### config.mk
export PLATFORM = sky130hd
export DESIGN_NAME = insmem_core
export DESIGN_NICKNAME = d
export VERILOG_FILES = /design/src/rtl/insmem_pkg.sv /design/src/rtl/insmem_array.sv /design/src/rtl/insmem_core.sv
export SDC_FILE = /design/constraint.sdc
export NUM_CORES = 1
export LEC_CHECK = 0
export BUFFER_PORTS_ARGS = -buffer_cell sky130_fd_sc_hd__buf_4
export CORE_MARGIN = 8
export CORE_UTILIZATION = 24
export CTS_BUF_LIST = sky130_fd_sc_hd__clkbuf_4 sky130_fd_sc_hd__clkbuf_8 sky130_fd_sc_hd__clkbuf_16
export DETAILED_ROUTE_END_ITERATION = 10
export PLACE_DENSITY_LB_ADDON = 0.25
export SETUP_SLACK_MARGIN = 0.1
export SLEW_MARGIN = 20
export SYNTH_ARGS = -nofsm -noshare
export SYNTH_HDL_FRONTEND = slang
export SYNTH_SLANG_ARGS = --single-unit
export TNS_END_PERCENT = 1
### constraint.sdc
create_clock -name clk -period 0.8 [get_ports clk]
set_input_delay 0.08 -clock clk [delete_from_list [all_inputs] [get_ports clk]]
set_output_delay 0.08 -clock clk [all_outputs]
set_load 0.02 [all_outputs]
### src/rtl/insmem_pkg.sv
// Shared defaults for the instruction memory: widths, NOP word and the
// default program image loaded into storage at power-up.
package insmem_pkg;

  localparam int unsigned DATA_W_DEF = 32;
  localparam int unsigned DEPTH_DEF  = 256;

  localparam logic [31:0] NOP_WORD = 32'd0;
  localparam logic [31:0] IMG_W0   = 32'd30;
  localparam logic [31:0] IMG_W1   = 32'd30;

  // Default program image: words 0 and 1 hold 30, everything else is NOP.
  function automatic logic [31:0] default_word(input logic [31:0] idx);
    logic [31:0] w;
    w = NOP_WORD;
    if (idx == 32'd0) w = IMG_W0;
    else if (idx == 32'd1) w = IMG_W1;
    return w;
  endfunction

endpackage

### src/rtl/insmem_array.sv
// Instruction storage with an asynchronous read port. By default it is a
// ROM holding the package image; with INSMEM_PROG_EN defined it becomes a
// writable RAM preloaded with the same image.
module insmem_array
  import insmem_pkg::*;
#(
  parameter int unsigned DATA_W = DATA_W_DEF,
  parameter int unsigned DEPTH  = DEPTH_DEF,
  localparam int unsigned AW    = $clog2(DEPTH)
) (
  input  logic              clk,
  input  logic              rst_n,
  input  logic [AW-1:0]     raddr_i,
  output logic [DATA_W-1:0] rdata_o
`ifdef INSMEM_PROG_EN
  ,
  input  logic              we_i,
  input  logic [AW-1:0]     waddr_i,
  input  logic [DATA_W-1:0] wdata_i
`endif
);

`ifdef INSMEM_PROG_EN
  // Preloaded at configuration time; reset intentionally leaves it alone.
  logic [DATA_W-1:0] mem_q [DEPTH] = '{0: DATA_W'(IMG_W0), 1: DATA_W'(IMG_W1), default: '0};

  // Program write port; reset only blocks writes, it never clears contents.
  always_ff @(posedge clk or negedge rst_n) begin
    if (rst_n && we_i) begin
      mem_q[waddr_i] <= wdata_i;
    end
  end

  assign rdata_o = mem_q[raddr_i];
`else
  logic unused_ok;
  assign unused_ok = clk ^ rst_n;

  // Read-only image decoded straight from the package constants.
  assign rdata_o = DATA_W'(default_word(32'(raddr_i)));
`endif

endmodule

### src/rtl/insmem_core.sv
// Instruction memory top: registered fetch with one-cycle latency, hold
// when l=0, NOP for out-of-range addresses, async active-low reset of q.
// Optional program-write port enabled by macro INSMEM_PROG_EN.
module insmem_core
  import insmem_pkg::*;
#(
  parameter int unsigned DATA_W = DATA_W_DEF,
  parameter int unsigned DEPTH  = DEPTH_DEF
) (
  input  logic              clk,
  input  logic              rst_n,
  input  logic              l,
  input  logic [31:0]       address,
`ifdef INSMEM_PROG_EN
  input  logic              we,
  input  logic [DATA_W-1:0] wdata,
`endif
  output logic [DATA_W-1:0] q
);

  localparam int unsigned AW = $clog2(DEPTH);

  logic              in_range;
  logic [DATA_W-1:0] rdata;
  logic [DATA_W-1:0] q_d;
  logic [DATA_W-1:0] q_q;

  assign in_range = ~|address[31:AW];

  insmem_array #(
    .DATA_W (DATA_W),
    .DEPTH  (DEPTH)
  ) u_array (
    .clk     (clk),
    .rst_n   (rst_n),
    .raddr_i (address[AW-1:0]),
    .rdata_o (rdata)
`ifdef INSMEM_PROG_EN
    ,
    .we_i    (we & in_range),
    .waddr_i (address[AW-1:0]),
    .wdata_i (wdata)
`endif
  );

  // Next q: fetch on l, NOP when out of range, otherwise hold.
  always_comb begin
    q_d = q_q;
    if (l) begin
      q_d = in_range ? rdata : DATA_W'(NOP_WORD);
    end
  end

  // Output register; old array word is captured, giving read-before-write.
  always_ff @(posedge clk or negedge rst_n) begin
    if (!rst_n) q_q <= '0;
    else        q_q <= q_d;
  end

  assign q = q_q;

endmodule

==> results of run 1 <==
per-layer routing:
metal,GRT usage (%),routed length [um],up-vias
met2,14.3,636,48
met4,0,0,0
met1,10.8,560,153
met5,0,0,-
li1,-,-,165
met3,4.13,369,0
logic make-up after synthesis:
kind of cell	after synthesis	synth area share (%)
compound gates	1	1.83
buf+inv	32	69.0
flops	1	7.30
other cells	1	1.09
simple gates	10	20.8
cell usage in the layout, fill, tap and decap left out:
| master | netlist | final |
|---|---|---|
| buf_4 | 31 | 30 |
| conb_1 | 1 | 28 |
| buf_6 | 0 | 7 |
| nor4_2 | 0 | 4 |
| nor4_4 | 0 | 3 |
| nand4_1 | 2 | 2 |
| inv_1 | 1 | 1 |
| nor4b_2 | 1 | 1 |
| o22ai_1 | 1 | 1 |
| dlygate4sd3_1 | 0 | 1 |
| dfrtp_2 | 0 | 1 |
report_power, final:
part | internal (W) | leakage (nW) | switching [W] | total, W
registers | 0.0000515 | 0.0123 | 0.0000000000000956 | 0.0000515
clock network | 0 | 0 | 0 | 0
logic | 0.000131 | 0.299 | 0.000176 | 0.000307
critical path, cell delays in order:
cell	delay, ns
buf_4	0.11
nor4_2	0.26
nand4_1	0.12
o22ai_1	0.13
path summary, 6_finish.rpt:
check | slack (ns) | endpoint | cells after the start
max | 0.006 | q[3] | 4
min in group asynchronous | 0.40 | q[3] | 2
min | 0.29 | q[3] | 2
max reg2reg | 0.14 | q[3] | 2
max in group asynchronous | 0.30 | q[3] | 2
min reg2reg | 0.59 | q[3] | 2
through the flow:
stage	util (%)	instance area (sq um)	instances
2_1_floorplan	-	445	72
4_1_cts	45.5	599	94
3_5_place_dp	38.7	509	93
6_report	46.7	616	94
3_3_place_gp	38.7	509	93
5_1_grt	46.7	616	94
area by class of cell:
cell class	count	area [sq um]
fill	126	702
inverter	1	3.75
timing repair buffer	38	314
tap	15	18.8
multi-input combinational	39	253
sequential	1	26.3
timing repair:
action	4_1_cts	5_1_grt
hold buffers	1	0
pin swaps	6	5
endpoints found under the setup margin	1	1
resized for setup	14	3
endpoints found under the hold margin	1	0
gates cloned	0	0
==> qor.txt, run 1 <==
Pleak = 0.311 nW
Total track usage = 8.73%
Crit end category = flop
Slack of the critical path = 0.00626 ns
Clock transition at path regs = 0 ns
Fin. Hold Viols = 0
RSZ-0062 raised after global routing = yes
IO Count = 67
Initial DRT Pass Iterations = 3
Area leader, netlist = buf_4
Area contributors post-synth = buf_4 (68%), nor4_1 (13%), dfrtp_1 (7.3%)
Synth Cell Area = 343 sq um
Ant. Diodes = 0
Hold Crit Start = l
Status = complete, no violations
Critical path origin = address[29]
Most frequent cells after synthesis = buf_4 (31), nor4_1 (7), nand4_1 (2)
Power Dens Cells = 582 mW/mm^2
Initial drt markers = 6
Area growth syn-to-layout = 79.6%
Setup CP Type = in2reg
Pin count of the biggest net entering global routing = 6
First-pass GRT wire length = 1.96 mm
Clock Skew = 0 ns
Fraction of layout cells with a size suffix above 1 = 58.2%
Clock Latency Late Sink = 0 ns
Grt ovf = 0
Final Max Tran Viols = 0
Die area = 0.00289 sq mm
Register bit count reported by yosys = 1
GPL Wtd Cong = 0.721
DRC Markers = 0
Sequential share of the synthesized area = 7.30%
WL final = 1.57 mm
HPWL Detailed = 1.28 mm
Fin crit share = 99.2%
Mapped Cells = 45
Post-route minimum period = 0.794 ns
Yosys top cell area share = 67.9%
Total Power = 0.000358 W
Worst path arrival time = 0.70 ns
Max reg flops = 1
Synth unique cells = 8
Die span in x = 53.8 um
Async S/R FF share, synth = 100%
Vias = 366
Most used DFF post-synth = dfrtp_1
CP Data Required Time = 0.71 ns
Number of routed nets with antenna violations = 0
Post-place setup slack = -0.0680 ns
Vias in the first global route = 373
Max Clock Freq = 1260 MHz
Die H = 53.8 um
Post-CTS Setup Inserts = 0
Buffers on Ports = 37
Post-Syn Area per Cell = 7.62 sq um
Worst reg2reg path startpoint = q[3]
Layout Nets = 116
Hold WS = 0.286 ns
Initial Utilization = 26.0%
Hold WC Path Type = in2reg
Setup-failing EPs final = 0
Core Footprint = 0.00132 sq mm
Maximum VDD drop = 0.000174 V
Antenna violations before repair = 0
CP Max Fanout = 1
Yosys warns = 0
Post-synth EDFFs = 0
Max-cap viol count = 0
FP Rows = 13
Top-count cell post-synth = buf_4
Critical Path Source Type = primary input
Total Neg Setup Slack = 0 ns
WL/cell = 16.7 um
Via density = 3.89
(Power assumes the default switching activity.)
==> run 2: changes to the inputs <==
- CORE_UTILIZATION: 24 -> 50
- SYNTH_HIERARCHICAL: unset -> 1
==> qor.txt, run 2 <==
Status = complete, but fails checks
Violations in the final reports = setup timing
Complex-gate fraction of the synthesized area = 23.8%
Crit end category = flop
Pleak = 1.13 nW
Grt ovf = 0
Filler instances = 330
Mapped Cells = 187
WL final = 4.44 mm
Synth Cell Area = 0.00212 sq mm
Fraction of layout cells with a size suffix above 1 = 48.2%
Area growth syn-to-layout = 30.2%
Clock transition at path regs = 0.06 ns
Die span in x = 81.1 um
Reg area = 801 sq um
HPWL Detailed = 3.26 mm
Pin count of the biggest net entering global routing = 33
Worst path bufs/invs = 1
Clk root buf = clkbuf_8
Setup-failing EPs final = 36
Final Max Tran Viols = 0
H-tree depth = 2
Most used DFF post-synth = dfrtp_1
CP Cell Sequence = buf_6, or4_4, nor4_4, or3b_1, o32ai_2
Vias = 1471
Worst reg2reg path startpoint = q[2]
R2R cell count = 2
Buffers on Ports = 65
Critical Path Source Type = primary input
Max Clock Freq = 777 MHz
Yosys warns = 6
Die H = 81.1 um
Synth Area in Adders = 0%
Synth unique cells = 21
Register bit count reported by yosys = 32
Most frequent cells after synthesis = dfrtp_1 (32), inv_1 (32), buf_4 (31), o32ai_2 (30), or3b_1 (30)
Multi-input gate area = 0.00100 sq mm
Post-Syn Area per Cell = 11.3 sq um
Area contributors post-synth = dfrtp_1 (38%), o32ai_2 (23%), or3b_1 (12%)
CTS tree = yes
Clock Skew = 0 ns
RSZ-0062 raised after global routing = yes
CP Data Required Time = 0.99 ns
Ant. Diodes = 0
Total track usage = 14.6%
Largest family of logic cells by synthesized area = compound AO/OA/AOI/OAI gates
CTS Buf Count = 5
Worst path arrival time = 1.47 ns
Total Neg Setup Slack = -4.56 ns
Power Dens Cells = 1110 mW/mm^2
Via density = 4.92
Min-Delay Endpoint = q[4]
Number of routed nets with antenna violations = 0
Initial drt markers = 58
Vias in the first global route = 1558
Hold WS = 0.133 ns
Fin crit share = 161%
Initial DRT Pass Iterations = 4
First-pass GRT wire length = 7.45 mm
Hold Crit Start = address[24]
Async S/R FF share, synth = 100%
Sink Count = 32
Commonest non-fill, non-tap cell in the layout = buf_4
Slack of the critical path = -0.486 ns
CP Max Fanout = 4
Max reg flops = 32
Yosys top cell area share = 37.8%
Antenna violations before repair = 0
Post-place setup slack = -0.842 ns
Clock Path Buffers = 2
Post-route minimum period = 1.29 ns
CP max-delay cell = or4_4
Max-cap viol count = 0
FP Rows = 23
IO Count = 67
Most frequent cells in the layout = buf_4 (43), buf_6 (33), inv_1 (32), dfrtp_1 (32), o32ai_2 (31)
Synth Area in Simple Gates = 17.4%
Sequential share of the synthesized area = 37.8%
Setup CP Type = in2reg
Reg2reg end = q[2]
Xor/xnor share of the synthesized area = 0%
Hold depth = 3
Hold WC Path Type = in2reg
WL/cell = 14.9 um
Initial Utilization = 52.6%
Layout Nets = 286
Die area = 0.00658 sq mm
Mux share of post-synthesis cell area = 0%
Clock Latency Late Sink = 0.28 ns
CP top delay family = simple AND/OR/NAND/NOR gates
Fin. Hold Viols = 0
Register-to-register path setup slack = 0.12 ns
Maximum VDD drop = 0.00101 V
Post-synth EDFFs = 0
Area leader, netlist = dfrtp_1
Post-CTS Setup Inserts = 0
CP max stage delay = 0.53 ns
DRC Markers = 0
GPL Wtd Cong = 0.722
Core Footprint = 0.00403 sq mm
## run 2: cell type report
type / instances / area share, %
Multi-Input combinational cell: 103 / 36.3
Sequential cell: 32 / 29.0
Clock buffer: 5 / 2.49
Timing Repair Buffer: 77 / 25.5
Tap cell: 50 / 2.27
Inverter: 32 / 4.35
## run 2: how the worst max path moves through the flow
stage	startpoint	to	slack (ns)	cells past startpoint
2_1_floorplan	address[7]	q[2]	-0.80	5
3_3_place_gp	address[7]	q[3]	-0.82	5
3_5_place_dp	address[7]	q[1]	-0.84	5
4_1_cts	address[7]	q[1]	-0.49	5
5_1_grt	address[7]	q[1]	-0.59	5
6_report	address[7]	q[1]	-0.49	5
## run 2: metrics by stage
stage                     cell area [sq um]  utilization [%]  total power [W]  cells
final                                  2760             68.5          0.00306    299
after global placement                 2540             63.2          0.00199    293
after floorplan                        2230                -          0.00190    214
after detailed placement               2540             63.2          0.00200    293
after CTS                              2750             68.3          0.00309    299
after global routing                   2760             68.5          0.00320    299
## run 2: worst reg2reg max path: stages (launching register included)
cell     delay, ns
dfrtp_1       0.40
inv_1         0.08
o32ai_2       0.07
## run 2: routing by layer
metal	GRT usage, %	wire length (um)	vias to the layer above
li1	-	-	731
met3	4.97	326	7
met5	0	0	-
met2	25.1	2270	40
met1	16.2	1760	693
met4	6.07	91	0
## run 2: power breakdown
group	switching [W]	internal [W]	leakage [nW]
sequential	0.0000000000795	0.00162	0.447
combinational	0.000169	0.000181	0.644
clock	0.000528	0.000559	0.0359
## run 2: cells by family (layout without fill, tap and decap cells)
logic type | after synthesis | after routing
AO/OA/AOI/OAI | 32 | 32
buffers and inverters | 79 | 114
flip-flops | 32 | 32
other | 1 | 28
AND/OR/NAND/NOR | 43 | 43
## run 2: timing repair
item | in CTS | in global routing
resized for setup | 34 | 1
hold buffers | 1 | 0
endpoints found under the hold margin | 32 | 0
setup endpoints to repair | 36 | 44
gates cloned | 0 | 0
